--- config.mk ---
export PLATFORM = sky130hd
export DESIGN_NAME = dt_skeleton
export DESIGN_NICKNAME = d
export VERILOG_FILES = /design/src/rtl/dt_pkg.sv /design/src/rtl/dt_skel_packer.sv /design/src/rtl/dt_skeleton.sv
export SDC_FILE = /design/constraint.sdc
export NUM_CORES = 1
export LEC_CHECK = 0
export ABC_AREA = 1
export ABC_CLOCK_PERIOD_IN_PS = 1950
export BUFFER_PORTS_ARGS = -buffer_cell sky130_fd_sc_hd__buf_4
export CAP_MARGIN = 20
export CORE_MARGIN = 2
export CORE_UTILIZATION = 30
export CTS_BUF_LIST = sky130_fd_sc_hd__clkbuf_2
export DETAILED_ROUTE_END_ITERATION = 8
export PLACE_DENSITY = 0.59
export SLEW_MARGIN = 0
export SYNTH_ARGS = -nofsm -noshare
export SYNTH_HDL_FRONTEND = slang
export SYNTH_SLANG_ARGS = --single-unit
--- constraint.sdc ---
create_clock -name clk -period 1.95 [get_ports clk]
set_clock_uncertainty 0.1 [all_clocks]
set_input_delay 0.39 -clock clk [delete_from_list [all_inputs] [get_ports clk]]
set_output_delay 0.39 -clock clk [all_outputs]
set_load 0.01 [all_outputs]
--- src/rtl/dt_pkg.sv ---
// Shared types and constants for the distance-transform skeleton stage:
// image geometry, address layouts, scan states and neighbour offsets.
package dt_pkg;

  localparam int IMG_W  = 128;
  localparam int LOG_W  = 7;
  localparam int PIX_W  = 8;
  localparam int WORD_W = 16;

  typedef logic [2*LOG_W-1:0] pix_addr_t;   // {row, col}
  typedef logic [2*LOG_W-5:0] word_addr_t;  // {row, col[6:4]}

  typedef enum logic [2:0] {
    IDLE,
    RD_C,
    RD_N,
    RD_S,
    RD_E,
    EVAL,
    DONE
  } skel_state_t;

  // Row/column steps from the centre pixel to the fetched neighbours
  localparam int NB_N_DROW = -1;
  localparam int NB_S_DROW = 1;
  localparam int NB_E_DCOL = 1;

  function automatic pix_addr_t pix_addr(input logic [LOG_W-1:0] row,
                                         input logic [LOG_W-1:0] col);
    return {row, col};
  endfunction

endpackage

--- src/rtl/dt_skel_packer.sv ---
// MSB-first 16-bit shift packer: one skeleton bit per shift, and on flush
// emits the completed word with its address as a one-cycle registered strobe.
module dt_skel_packer
  import dt_pkg::*;
(
  input  logic              clk,
  input  logic              reset,
  input  logic              i_shift_en,
  input  logic              i_bit,
  input  logic              i_flush,
  input  logic [9:0]        i_addr,
  output logic              o_word_valid,
  output logic [WORD_W-1:0] o_word,
  output logic [9:0]        o_addr
);

  logic [WORD_W-1:0] r_shift;
  logic [WORD_W-1:0] r_word;
  logic [9:0]        r_addr;
  logic              r_valid;
  logic [WORD_W-1:0] w_shift_next;

  assign w_shift_next = {r_shift[WORD_W-2:0], i_bit};

  always_ff @(posedge clk) begin
    if (reset) begin
      r_shift <= '0;
      r_word  <= '0;
      r_addr  <= '0;
      r_valid <= 1'b0;
    end else begin
      r_valid <= 1'b0;
      if (i_shift_en) begin
        // The flush bit is the 16th of the word, so it goes straight to the output
        if (i_flush) begin
          r_word  <= w_shift_next;
          r_addr  <= i_addr;
          r_valid <= 1'b1;
          r_shift <= '0;
        end else begin
          r_shift <= w_shift_next;
        end
      end
    end
  end

  assign o_word_valid = r_valid;
  assign o_word       = r_word;
  assign o_addr       = r_addr;

endmodule

--- src/rtl/dt_skeleton.sv ---
// Raster scan of the final distance map: marks 4-neighbour local maxima,
// packs them into 16-bit skeleton words and tracks the global maximum.
module dt_skeleton
  import dt_pkg::*;
(
  input  logic              clk,
  input  logic              reset,
  input  logic              start,
  output logic              done,
  output logic              res_rd,
  output logic [13:0]       res_addr,
  input  logic [PIX_W-1:0]  res_di,
  output logic              skel_wr,
  output logic [9:0]        skel_addr,
  output logic [WORD_W-1:0] skel_do,
  output logic [PIX_W-1:0]  max_val,
  output logic [13:0]       max_addr
);

  localparam logic [LOG_W-1:0] LAST_IDX = LOG_W'(IMG_W - 1);
  localparam logic [LOG_W-1:0] STEP_N   = LOG_W'(NB_N_DROW);
  localparam logic [LOG_W-1:0] STEP_S   = LOG_W'(NB_S_DROW);
  localparam logic [LOG_W-1:0] STEP_E   = LOG_W'(NB_E_DCOL);

  skel_state_t      r_state;
  logic [LOG_W-1:0] r_row;
  logic [LOG_W-1:0] r_col;
  logic [PIX_W-1:0] r_w, r_c, r_e, r_n, r_s;
  logic [PIX_W-1:0] r_max;
  pix_addr_t        r_max_addr;
  logic             r_done;

  logic             w_rd;
  pix_addr_t        w_addr;
  logic [PIX_W-1:0] w_rd_data;
  logic             w_bit;
  logic             w_last_col;
  logic             w_last_row;

  // Out-of-image neighbours are never fetched; they simply read as zero
  always_comb begin
    w_rd   = 1'b0;
    w_addr = '0;
    case (r_state)
      RD_C: begin
        w_rd   = 1'b1;
        w_addr = pix_addr(r_row, '0);
      end
      RD_N: if (r_row != '0) begin
        w_rd   = 1'b1;
        w_addr = pix_addr(r_row + STEP_N, r_col);
      end
      RD_S: if (r_row != LAST_IDX) begin
        w_rd   = 1'b1;
        w_addr = pix_addr(r_row + STEP_S, r_col);
      end
      RD_E: if (r_col != LAST_IDX) begin
        w_rd   = 1'b1;
        w_addr = pix_addr(r_row, r_col + STEP_E);
      end
      default: ;
    endcase
  end

  assign w_rd_data  = w_rd ? res_di : '0;
  assign w_last_col = (r_col == LAST_IDX);
  assign w_last_row = (r_row == LAST_IDX);
  assign w_bit      = (r_c != '0) && (r_c >= r_n) && (r_c >= r_s) &&
                      (r_c >= r_w) && (r_c >= r_e);

  always_ff @(posedge clk) begin
    if (reset) begin
      r_state    <= IDLE;
      r_row      <= '0;
      r_col      <= '0;
      r_w        <= '0;
      r_c        <= '0;
      r_e        <= '0;
      r_n        <= '0;
      r_s        <= '0;
      r_max      <= '0;
      r_max_addr <= '0;
      r_done     <= 1'b0;
    end else begin
      case (r_state)
        IDLE, DONE: if (start) begin
          r_state    <= RD_C;
          r_row      <= '0;
          r_col      <= '0;
          r_w        <= '0;
          r_c        <= '0;
          r_e        <= '0;
          r_n        <= '0;
          r_s        <= '0;
          r_max      <= '0;
          r_max_addr <= '0;
          r_done     <= 1'b0;
        end
        RD_C: begin
          r_c     <= w_rd_data;
          r_w     <= '0;
          r_state <= RD_N;
        end
        RD_N: begin
          r_n     <= w_rd_data;
          r_state <= RD_S;
        end
        RD_S: begin
          r_s     <= w_rd_data;
          r_state <= RD_E;
        end
        RD_E: begin
          r_e     <= w_rd_data;
          r_state <= EVAL;
        end
        EVAL: begin
          // Strict compare keeps the raster-first address of the maximum
          if (r_c > r_max) begin
            r_max      <= r_c;
            r_max_addr <= pix_addr(r_row, r_col);
          end
          r_w <= r_c;
          r_c <= r_e;
          if (!w_last_col) begin
            r_col   <= r_col + 1'b1;
            r_state <= RD_N;
          end else if (!w_last_row) begin
            r_row   <= r_row + 1'b1;
            r_col   <= '0;
            r_state <= RD_C;
          end else begin
            r_state <= DONE;
            r_done  <= 1'b1;
          end
        end
        default: r_state <= IDLE;
      endcase
    end
  end

  dt_skel_packer u_packer (
    .clk          (clk),
    .reset        (reset),
    .i_shift_en   (r_state == EVAL),
    .i_bit        (w_bit),
    .i_flush      (&r_col[3:0]),
    .i_addr       ({r_row, r_col[LOG_W-1:4]}),
    .o_word_valid (skel_wr),
    .o_word       (skel_do),
    .o_addr       (skel_addr)
  );

  assign res_rd   = w_rd;
  assign res_addr = w_addr;
  assign done     = r_done;
  assign max_val  = r_max;
  assign max_addr = r_max_addr;

endmodule

== Word level (Yosys, flattened, before mapping) ==
Index checks and enable logic that the tools add are counted.
W data, S select, Z words.

* Register bits after elaboration: 122
* Latch bits: 0
* Bits in writable memories: 0
* Bits in read-only memories: 0
* Input port bits: 11
* Output and inout port bits: 65
* Word-level logic and storage cells: 101
* Memories: 0

* $add $sub $neg: 3
* Multiply operators: 0
* Divide/modulo/power cells: 0
* Magnitude comparators: 5
* Equality and inequality tests: 16
* Shift operators: 0
* Mux-type cells: 37
* Bitwise operators: 1
* Reductions and logical operators: 24

{| class="wikitable"
|+ Operators with widths
! operator !! number
|-
| $mux W14 || 5
|-
| $pmux W8 S2 || 4
|-
| $pmux W14 S4 || 1
|-
| $pmux W8 S3 || 2
|-
| $mux W7 || 5
|-
| $ge A8 B8 Y1 || 4
|-
| $pmux W14 S2 || 1
|-
| $pmux W7 S2 || 2
|-
| $mux W8 || 3
|-
| $pmux W3 S6 || 1
|-
| $mux W15 || 1
|-
| $add A7 B1 Y7 const B || 2
|-
| $eq A7 B7 Y1 const B || 2
|-
| $ne A7 B7 Y1 const B || 2
|-
| $reduce_and A4 Y1 || 3
|-
| $ne A2 B2 Y1 const B || 5
|-
| $eq A3 B3 Y1 const B || 3
|-
| $mux W3 || 3
|-
| $gt A8 B8 Y1 || 1
|-
| $reduce_and A2 Y1 || 4
|-
| $reduce_bool A2 Y1 || 4
|-
| $reduce_bool A8 Y1 || 1
|-
| $add A7 B7 Y7 const B || 1
|-
| $mux W1 || 7
|-
| other kinds (13) || 19
|}

== Longest topological paths before layout ==
Gate-level depths: netlist (run 1).

* Depth in word-level cells: 6
* Mapped depth: 13

== Hierarchy ==
Synthesis (run 1) repeated with hierarchy kept, for this count alone.

* Cell total of the unflattened synthesis: 874
* Area, all modules: 6273.5 um2

{| class="wikitable"
|+ Modules (own cells, without submodules)
! module !! times used !! cells each !! area an instance (um2) !! sequential area each (um2)
|-
| dt_skeleton || 1 || 670 || 4734.5 || 1601.5
|-
| dt_skel_packer || 1 || 204 || 1539.0 || 840.8
|}

== Least setup slack after synthesis (run 1) ==
No wires, ideal clock.

* Path kind: reg-to-output
* Start: reg r_row[1]
* End: out res_rd
* Arrival time: 1503 ps
* Required time: 1460 ps
* Slack: -43 ps
* Stages on the path, launching flop included: 10
* Path buffers: 1
* Cell sequence: dfxtp_1 > ha_1 > nand3_1 > nor3_2 > nand2_1 > nand2_1 > nand2_2 > inv_2 > nand2_4 > buf_6

* Longest elaborated chain between the ends: 3
* Elaborated cells between the ends (all ways): 5
* Classes of those cells: eq/ne (1); mux (3); reduce/logical (1)

{| class="wikitable"
|+ RTL lines
! item !! RTL line !! source
|-
| start: declaration || dt_skeleton.sv:26 || <nowiki>logic [LOG_W-1:0] r_row;</nowiki>
|-
| start signal: assignment || dt_skeleton.sv:128 || <nowiki>r_row <= r_row + 1'b1;</nowiki>
|-
| $ne A7 B7 Y1 / $reduce_bool A7 Y1 (equally long branches) || dt_skeleton.sv:53, dt_skeleton.sv:49 ||
|-
| $mux W1 (on tied branches) || dt_skeleton.sv:53, dt_skeleton.sv:49 ||
|-
| $pmux W1 S4 (*) || dt_skeleton.sv:44 || <nowiki>case (r_state)</nowiki>
|-
| end: declaration || dt_skeleton.sv:10 || <nowiki>output logic res_rd,</nowiki>
|}

Mark *: on every way between the ends. The rest lies on a longest branch, timed or not.

== Worst setup path in the final report (run 1) ==
* Start: reg r_row[0]
* End: out res_addr[2]

* Longest elaborated chain between the ends: 3
* Elaborated cells between the ends (all ways): 5
* Classes of those cells: eq/ne (1); mux (3); reduce/logical (1)

{| class="wikitable"
|+ RTL lines
! item !! RTL line !! source
|-
| $ne A7 B7 Y1 / $reduce_bool A7 Y1 (equally long branches) || dt_skeleton.sv:53, dt_skeleton.sv:49 ||
|-
| $mux W14 (on tied branches) || dt_skeleton.sv:53, dt_skeleton.sv:49 ||
|-
| $pmux W14 S4 (*) || dt_skeleton.sv:44 ||
|-
| end: declaration || dt_skeleton.sv:11 || <nowiki>output logic [13:0] res_addr,</nowiki>
|}

Marked as above.

==> impl_metrics.yaml, run 1 <==
synth:
  synth-compound-area-share_pct: 15.77
  synth_common_cells: "nand2_1 (148), dfxtp_1 (122), nor2_1 (93)"
  ys_ff_latch: 122
  yosysTopAreaCell: "dfxtp_1"
  synthTopCellsByArea: "dfxtp_1 (40%), nand2_1 (9.2%), ha_1 (9.1%)"
  synth_seq_area_share_pct: 40.46
  synth_top_area_share_pct: 40.46
  yosys_warnings: 0
  async_flop_share_pct: 0
  synth-simple-area-share_pct: 25.04
  synth_top_family_by_area: "simple AND/OR/NAND/NOR gates"
  synth_cell_types: 38
  avgSynthCellArea_um2: 7.335
  syn_area_mm2: 0.006037
  synthesis.nets: 878
  synth_fa_ha_area_share_pct: 9.119
  synth.area.mux_share_pct: 0
  synth_edf_count: 0
  synth_flop_cell: "dfxtp_1"
  synth_most_common_cell: "nand2_1"
  synth_xor_xnor_area_share_pct: 0.8705
  syn_inst: 823
timing:
  fmax_mhz: 367.9
  slew_violations: 0
  fin_crit_ps: 2718
  fin_crit_sh_pct: 139.4
  finalSetupViolCount: 15
  setup_tns_ps: -10980
  slew_headroom_pct: 63.99
  finalHoldViolCount: 0
  rsz0062_at_grt: "true"
  tightestPinTransition_ps: 540.1
  fin_ws_ps: -768.2
place:
  routabilityCongestion: 0.9409
  portBuffers: 75
  postPlaceCellArea_mm2: 0.007430
  pre_cts_ws_ps: -70.65
  dp_hpwl_mm: 12.89
  place_inst: 1214
drt:
  drc: 0
  vias_per_cell: 4.774
  drtIter0Drc: 337
  routed_wl_mm: 18.55
  drtPass1Iterations: 5
  wl_per_cell_um: 14.53
  vias: 6096
  postRouteAntennaNets: 0
power_and_ir_drop:
  cellLeakagePower_uw: 0.003665
  power_uw: 6027
  p_per_area_mw_per_mm2: 703.3
  peakVddDrop_uv: 424.7
floorplanning:
  die-width_um: 145.9
  ios: 76
  die_h_um: 145.9
  initial_utilization_pct: 30.82
  rows: 51
  dieArea_mm2: 0.02127
  core_area_mm2: 0.01959
setup_path:
  cp.required_ps: 1460
  crit_fanout: 4
  arrival_ps: 2230
  critPathCaptureType: "output pin"
  start_kind: "flop"
  path_class: "reg -> out"
cts:
  cts_root_buf: "clkbuf_2"
  clk_pin_slew_ps: 200
  clock_latency_ps: 710
  h-tree-depth: 4
  cts_tree: "yes"
  numCtsBuffers: 17
  cts.sinks: 122
  cts_buffer_depth: 2
min_path:
  hp-class: "in -> reg"
global_routing:
  grt_pass1_wl_mm: 29.55
  grt_usage_pct: 17.15
  grt_start_max_net_pins: 44
  antenna_found_initial: 1
  grt_pass1_vias: 5656
  grt-ovfl-total: 0
cells_and_area:
  final_area_mm2: 0.008569
  instances_no_fill: 1277
  post_route_cells_drive_above_1_share_pct: 34.72
  fin_nets: 1054
  syn2layout_area_growth_pct: 41.95
outcome:
  status: "finished, violations left"
  violations: "setup timing"
flow_run:
  drv_cap: 0
-- state kept, by name, summed over array words and instances, names as in the netlist --
signal / count
r_c: 8
r_state: 3
max_addr: 14
r_n: 8
u_packer.r_shift: 15
r_col: 7
max_val: 8
r_row: 7
r_e: 8
r_w: 8
done: 1
u_packer.o_addr: 10
r_s: 8
u_packer.o_word: 16
u_packer.o_word_valid: 1
-- worst max-delay path, cell delays in order, from the launching register on --
cell and delay, ps:
dfxtp_4 430, ha_4 160, nand3_4 70, nor3_4 220, nand2_2 100, nand2_4 80
nand2_4 70, a32o_2 260, buf_6 120
-- layout by cell type (no fill, tap or decap), drive strengths merged, types with 5 or more instances in the layout --
cell type    count
nor3             8
bufinv           6
o21ai           42
dfxtp          122
clkinv           5
nand3           75
a21oi           91
a22oi           16
a31oi            8
ha              44
clkbuf          22
nand4           10
buf            184
dlygate4sd3      9
xor2             6
nand2          152
nor2            99
inv             89
-- metrics by stage --
stage                     util [%]  hold slack, ps
after CTS                    41.30           71.70
final                        43.74           155.1
after global routing         43.74           77.66
after floorplan                  -           336.3
after global placement       37.93           347.6
after detailed placement     37.93           354.8
-- where the power goes --
group / total, uW / internal (uW) / leakage (uW) / switching [uW]
Clock: 2070 / 1100 / 0.000183 / 963
Combinational: 1340 / 518 / 0.00248 / 824
Sequential: 2620 / 2560 / 0.000998 / 56.6
Total: 6030 / 4180 / 0.00367 / 1840
-- final timing paths --
path,startpoint,end,slack [ps],depth (start not counted)
setup / recovery,r_row[0]$_SDFFE_PP0P_,res_addr[2],-770,8
hold / removal,reset,max_val[4]$_SDFFE_PP0P_,160,5
setup reg to reg,max_val[6]$_SDFFE_PP0P_,max_val[0]$_SDFFE_PP0P_,20,10
hold reg to reg,r_w[5]$_SDFFE_PP0P_,r_w[5]$_SDFFE_PP0P_,380,2
-- layout make-up --
type / count / area (um2)
antenna: 1 / 2.502
clock buffer: 21 / 105.1
tap: 265 / 331.6
clock inverter: 10 / 197.7
fill: 1989 / 11020
timing repair buffer: 194 / 1584
inverter: 90 / 360.3
multi-input combinational: 572 / 3488
timing repair inverter: 2 / 15.01
sequential: 122 / 2485
-- per-layer routing --
metal / global-route usage, % / wire length, um / up-vias
met3: 4.796 / 1060 / 14
met2: 25.61 / 8494 / 160
li1: - / - / 3103
met1: 24.29 / 8794 / 2819
met4: 4.363 / 204 / 0
met5: 0 / 0 / -
-- cell families (layout without fill, tap and decap cells) --
group	count (synthesis)	in the layout
other cells	0	1
compound gates	172	172
simple gates	350	350
fa+ha+maj	44	44
buf+inv	129	317
xor+xnor	6	6
flops	122	122
-- what timing repair did --
item / CTS / global route
resized for setup: 71 / 91
endpoints found under the hold margin: 35 / 0
hold buffers: 9 / 0
cloned: 2 / 1
buffers inserted: 5 / 15
setup endpoints to repair: 49 / 119
pin swaps: 12 / 37
Power figures use the tool's default switching activity.
==> run 2: changes to the inputs <==
- ABC_AREA: 1 -> unset
- TNS_END_PERCENT: unset -> 5
==> run 2 against run 1 <==
The run still ends with setup timing left. Area after synthesis is 6.1% higher. Setup slack lost 200 ps. Final area fell by 0.93%. Sequential share of layout area decreased by 0.065 points. Critical path type unchanged. Critical endpoint is now res_rd. Highest routed layer unchanged.
==> impl_metrics.yaml, run 2 <==
cells_and_area:
  layout_commonest_cell: "buf_4"
  largest_register_ffs: 16
  final_cell_mix: "buf_4 (169), dfxtp_1 (111), nand2_1 (85)"
  syn2layout_area_growth_pct: 32.49
  post_route_cells_drive_above_1_share_pct: 33.11
  fin_nets: 958
  final_area_mm2: 0.008489
  final_core_util_pct: 40.38
  antenna_cells: 0
setup_path:
  critPathCaptureType: "output pin"
  path_cells: "ha_4, and3_4, a211o_1, a21oi_4, buf_4, or2_1, buf_4"
  critPathBufInv: 2
  cpMostUsedCell: "buf_4"
  crit_fanout: 8
  arrival_ps: 2430
  path_class: "reg -> out"
  cp.required_ps: 1460
  crit_family: "compound AO/OA/AOI/OAI gates"
  max_stage_delay_ps: 380
  start_kind: "flop"
  slowest_stage: "dfxtp_2"
global_routing:
  grt_usage_pct: 15.86
  grt_busiest_layer: "met2"
  grt_pass1_vias: 5621
  global_route.usage.met2_pct: 24.93
  grtUsageMet1_pct: 21.52
  met3_usage_pct: 3.515
  antenna_found_initial: 0
  grt_pass1_wl_mm: 28.40
  grt-ovfl-total: 0
  grt_start_max_net_pins: 55
synth:
  syn_inst: 740
  yosysTopAreaCell: "dfxtp_1"
  synth_common_cells: "dfxtp_1 (122), nand2_1 (85), nor2_1 (82)"
  async_flop_share_pct: 0
  ys_ff_latch: 122
  synth_edf_count: 0
  yosys_warnings: 0
  synth_cell_types: 68
  synth_top_area_share_pct: 38.12
  syn_area_mm2: 0.006407
  synth_most_common_cell: "dfxtp_1"
  synthTopCellsByArea: "dfxtp_1 (38%), ha_1 (8.6%), o32ai_2 (5.1%)"
  synthesis.nets: 795
  avgSynthCellArea_um2: 8.659
  synth_seq_area_share_pct: 38.12
  synth_flop_cell: "dfxtp_1"
place:
  routabilityCongestion: 0.8440
  dp_hpwl_mm: 12.98
  portBuffers: 75
  postPlaceCellArea_mm2: 0.007891
  pre_cts_ws_ps: -286.1
timing:
  tightestPinTransition_ps: 573.9
  fin_ws_ps: -972.1
  setup_tns_ps: -13750
  finalSetupViolCount: 15
  fmax_mhz: 342.2
  fin_crit_ps: 2922
  rsz0062_at_grt: "true"
  slew_headroom_pct: 61.74
  hold_slack_ps: 365.2
  finalHoldViolCount: 0
  fin_crit_sh_pct: 149.8
  slew_violations: 0
drt:
  drtPass1Iterations: 4
  drc: 0
  vias: 5866
  drtIter0Drc: 260
  vias_per_cell: 4.929
  postRouteAntennaNets: 0
  wl_per_cell_um: 14.69
  routed_wl_mm: 17.48
floorplanning:
  dieArea_mm2: 0.02254
  die-width_um: 150.1
  die_h_um: 150.1
  initial_utilization_pct: 30.48
  ios: 76
  core_area_mm2: 0.02102
  rows: 53
outcome:
  status: "finished, violations left"
  violations: "setup timing"
cts:
  clock_latency_ps: 720
  cts_root_buf: "clkbuf_2"
  cts_tree: "yes"
  clk_pin_slew_ps: 210
  h-tree-depth: 4
  cts_buffer_depth: 2
  cts.sinks: 122
  numCtsBuffers: 17
min_path:
  hp-class: "reg -> reg"
flow_run:
  drv_cap: 0
power_and_ir_drop:
  cellLeakagePower_uw: 0.003267
  peakVddDrop_uv: 293.8
  p_per_area_mw_per_mm2: 567.0
==> run 2: changes by cell type in the layout (fill, tap and decap cells not counted), moves of 22 or more <==
| cell | before | now |
|---|---|---|
| nand2_1 | 126 | 85 |
| a22oi_1 | 16 | 40 |
| o21ai_0 | 33 | 5 |
| nand3_1 | 62 | 15 |
| o32ai_2 | 0 | 22 |
==> run 2: power by group <==
part | internal, uW | switching (uW) | total [uW]
Sequential | 2520 | 19.6 | 2540
Combinational | 271 | 367 | 639
Clock | 585 | 1050 | 1640
Total | 3370 | 1440 | 4810
==> run 2: area by class of cell <==
class,instances,area (um2)
Inverter,70,265.3
Tap cell,275,344.1
Fill cell,2151,12530
Timing Repair Buffer,189,1516
Clock buffer,17,85.08
Multi-Input combinational cell,503,3676
Clock inverter,14,146.4
Sequential cell,122,2456
==> run 2: worst paths after layout <==
| check | startpoint | endpoint | slack [ps] | cells after the start |
|---|---|---|---|---|
| max reg2reg | r_c[5]$_SDFFE_PP0P_ | max_addr[0]$_SDFFE_PP0P_ | 20 | 7 |
| max | r_col[1]$_SDFFE_PP0P_ | res_rd | -970 | 7 |
| min | u_packer.r_shift[14]$_SDFFE_PP0P_ | u_packer.o_word[15]$_SDFFE_PP0P_ | 370 | 2 |
| min reg2reg | u_packer.r_shift[14]$_SDFFE_PP0P_ | u_packer.o_word[15]$_SDFFE_PP0P_ | 370 | 2 |
==> run 2: worst reg2reg max path: stages (launching register included) <==
cell      delay (ps)
dfxtp_2          430
ha_4             220
a21o_1           180
nand3_2           90
nand3b_1         140
o21a_4           280
buf_12           160
o32ai_2          250
==> run 2: what timing repair did <==
item	4_1_cts	5_1_grt
endpoints found under the setup margin	39	57
pin swaps	18	13
buffers inserted	2	0
hold endpoints to repair	37	0
resized for setup	26	33
hold buffers	10	0
==> run 2: logic make-up after synthesis <==
kind of cell | share of synthesized area (%)
AOI/OAI and AO/OA | 24.92
adders and majority gates | 8.748
buffers and inverters | 8.182
DFF | 38.12
muxes | 1.426
and+or+nand+nor | 18.61
==> run 2: per-stage QoR <==
step,power (uW),cells
6_report,4814,1190
5_1_grt,5079,1190
4_1_cts,4853,1190
3_5_place_dp,3159,1147
3_3_place_gp,3154,1147
2_1_floorplan,2960,740
==> run 2: metal layers <==
metal / share of wire [%] / routed length [um] / vias to the layer above
met5: 0 / 0 / -
met1: 48 / 8447 / 2767
met3: 3.9 / 689 / 24
met4: 1.5 / 259 / 0
li1: - / - / 2956
met2: 46 / 8088 / 119
==> run 3: changes to the inputs <==
- BUFFER_PORTS_ARGS: -buffer_cell sky130_fd_sc_hd__buf_4 -> unset
- DONT_BUFFER_PORTS: unset -> 1
- GPL_TIMING_DRIVEN: unset -> 0
- PLACE_DENSITY: 0.59 -> 0.56
==> run 3 against run 2 <==
The run still ends with setup timing left. Maximum frequency decreased by 1.6%. Critical endpoint is now res_addr[10]. Clock-buffer cell count unchanged. Highest routed layer unchanged. Non-clock buffer count fell by 120. Cell count shrank 10%. Final area down 10%. Routed wire length up 2.3%. Hold slack worse by 87 ps.
==> impl_metrics.yaml, run 3 (synthesis results as in run 2) <==
floorplanning:
  die-width_um: 150.1
  dieArea_mm2: 0.02254
  initial_utilization_pct: 30.48
  die_h_um: 150.1
  core_area_mm2: 0.02102
  ios: 76
  rows: 53
setup_path:
  path_class: "reg -> out"
  crit_fanout: 5
  cp.required_ps: 1460
  start_kind: "flop"
  critPathCaptureType: "output pin"
  arrival_ps: 2480
drt:
  wl_per_cell_um: 16.70
  drtIter0Drc: 281
  routed_wl_mm: 17.89
  postRouteAntennaNets: 0
  vias_per_cell: 5.088
  vias: 5449
  drtPass1Iterations: 6
  drc: 0
timing:
  slew_headroom_pct: 57.50
  slew_violations: 0
  hold_slack_ps: 278.6
  setup_tns_ps: -14210
  fmax_mhz: 336.6
  tightestPinTransition_ps: 637.4
  finalHoldViolCount: 0
  rsz0062_at_grt: "true"
  fin_crit_ps: 2971
  fin_ws_ps: -1021
  finalSetupViolCount: 21
  fin_crit_sh_pct: 152.3
cells_and_area:
  layout_commonest_cell: "dfxtp_1"
  final_core_util_pct: 36.36
  largest_register_ffs: 16
  syn2layout_area_growth_pct: 19.27
  fillers: 2134
  final_area_mm2: 0.007642
  fin_nets: 838
  seq_area_mm2: 0.002505
  post_route_cells_drive_above_1_share_pct: 25.75
  antenna_cells: 0
  multiInputGateArea_mm2: 0.003744
  final_cell_mix: "dfxtp_1 (98), nand2_1 (83), nor2_1 (78)"
place:
  pre_cts_ws_ps: -483.9
  postPlaceCellArea_mm2: 0.006774
  portBuffers: 0
  routabilityCongestion: 0.8258
  dp_hpwl_mm: 13.13
global_routing:
  grt_start_max_net_pins: 17
  grt_usage_pct: 16.06
  grt_pass1_wl_mm: 28.21
  antenna_found_initial: 0
  grt_pass1_vias: 5222
  grt-ovfl-total: 0
flow_run:
  drv_cap: 0
power_and_ir_drop:
  p_per_area_mw_per_mm2: 629.6
  peakVddDrop_uv: 237.5
  cellLeakagePower_uw: 0.002617
cts:
  cts_tree: "yes"
  cts.sinks: 122
  cts_buffer_depth: 2
  clock_latency_ps: 740
  numCtsBuffers: 17
  h-tree-depth: 4
  clk_pin_slew_ps: 240
  cts_root_buf: "clkbuf_2"
outcome:
  violations: "setup timing"
  status: "finished, violations left"
min_path:
  hp-class: "in -> reg"
-- run 3: cell types whose count changed in the layout (fill, tap and decap cells not counted), sizes merged --
cell         previous run  this run
clkbuf                 17        32
bufinv                  2         1
clkinvlp                4         2
inv                    74        79
clkinv                  4         3
buf                   179        45
dlygate4sd3            10         9
-- run 3: per-layer routing --
metal	routed length [um]	vias up	track usage, %
li1	-	2720	-
met1	8260	2580	20.85
met2	8047	125	24.84
met3	1292	24	5.727
met4	287	0	5.189
met5	0	-	0
-- run 3: final timing paths --
kind	startpoint	endpoint	slack, ps	cells after the start
setup / recovery	r_row[0]$_SDFFE_PP0P_	res_addr[10]	-1020	8
setup reg to reg	r_row[0]$_SDFFE_PP0P_	r_col[3]$_SDFFE_PP0P_	-20	7
hold / removal	reset	u_packer.o_word[12]$_SDFFE_PP0P_	280	3
hold reg to reg	u_packer.r_shift[12]$_SDFFE_PP0P_	u_packer.o_word[13]$_SDFFE_PP0P_	370	2
-- run 3: area by class of cell --
type / instances / share of cell area, %
clock inverter: 15 / 2.030
multi-input combinational: 503 / 48.98
sequential: 122 / 32.78
buffer: 44 / 3.667
tap: 275 / 4.502
clock buffer: 17 / 1.113
timing repair buffer: 25 / 3.389
inverter: 70 / 3.536
-- run 3: power breakdown --
group / total, uW / leakage (uW) / switching, uW / internal [uW]
combinational: 573 / 0.00148 / 349 / 224
sequential: 2540 / 0.000999 / 33.7 / 2510
clock: 1700 / 0.000141 / 1180 / 514
total: 4810 / 0.00262 / 1570 / 3240
-- run 3: stage by stage --
stage,total power [uW],std cells
after global routing,5046,1071
after global placement,3087,1015
after floorplan,2960,740
after CTS,4836,1070
final,4812,1071
after detailed placement,3090,1015
-- run 3: what timing repair did --
action | in CTS | in global routing
endpoints found under the hold margin | 34 | 0
buffers inserted | 13 | 2
hold buffers | 9 | 0
resized for setup | 66 | 48
setup endpoints to repair | 54 | 78
pin swaps | 18 | 10
cloned | 1 | 0
-- run 3: critical path, stage by stage (launching register included) --
cell and delay (ps):
dfxtp_4 430, inv_4 40, ha_4 140, nor2b_4 120
a311o_2 450, buf_6 150, nor2_2 120, a211oi_2 60
a21oi_2 220
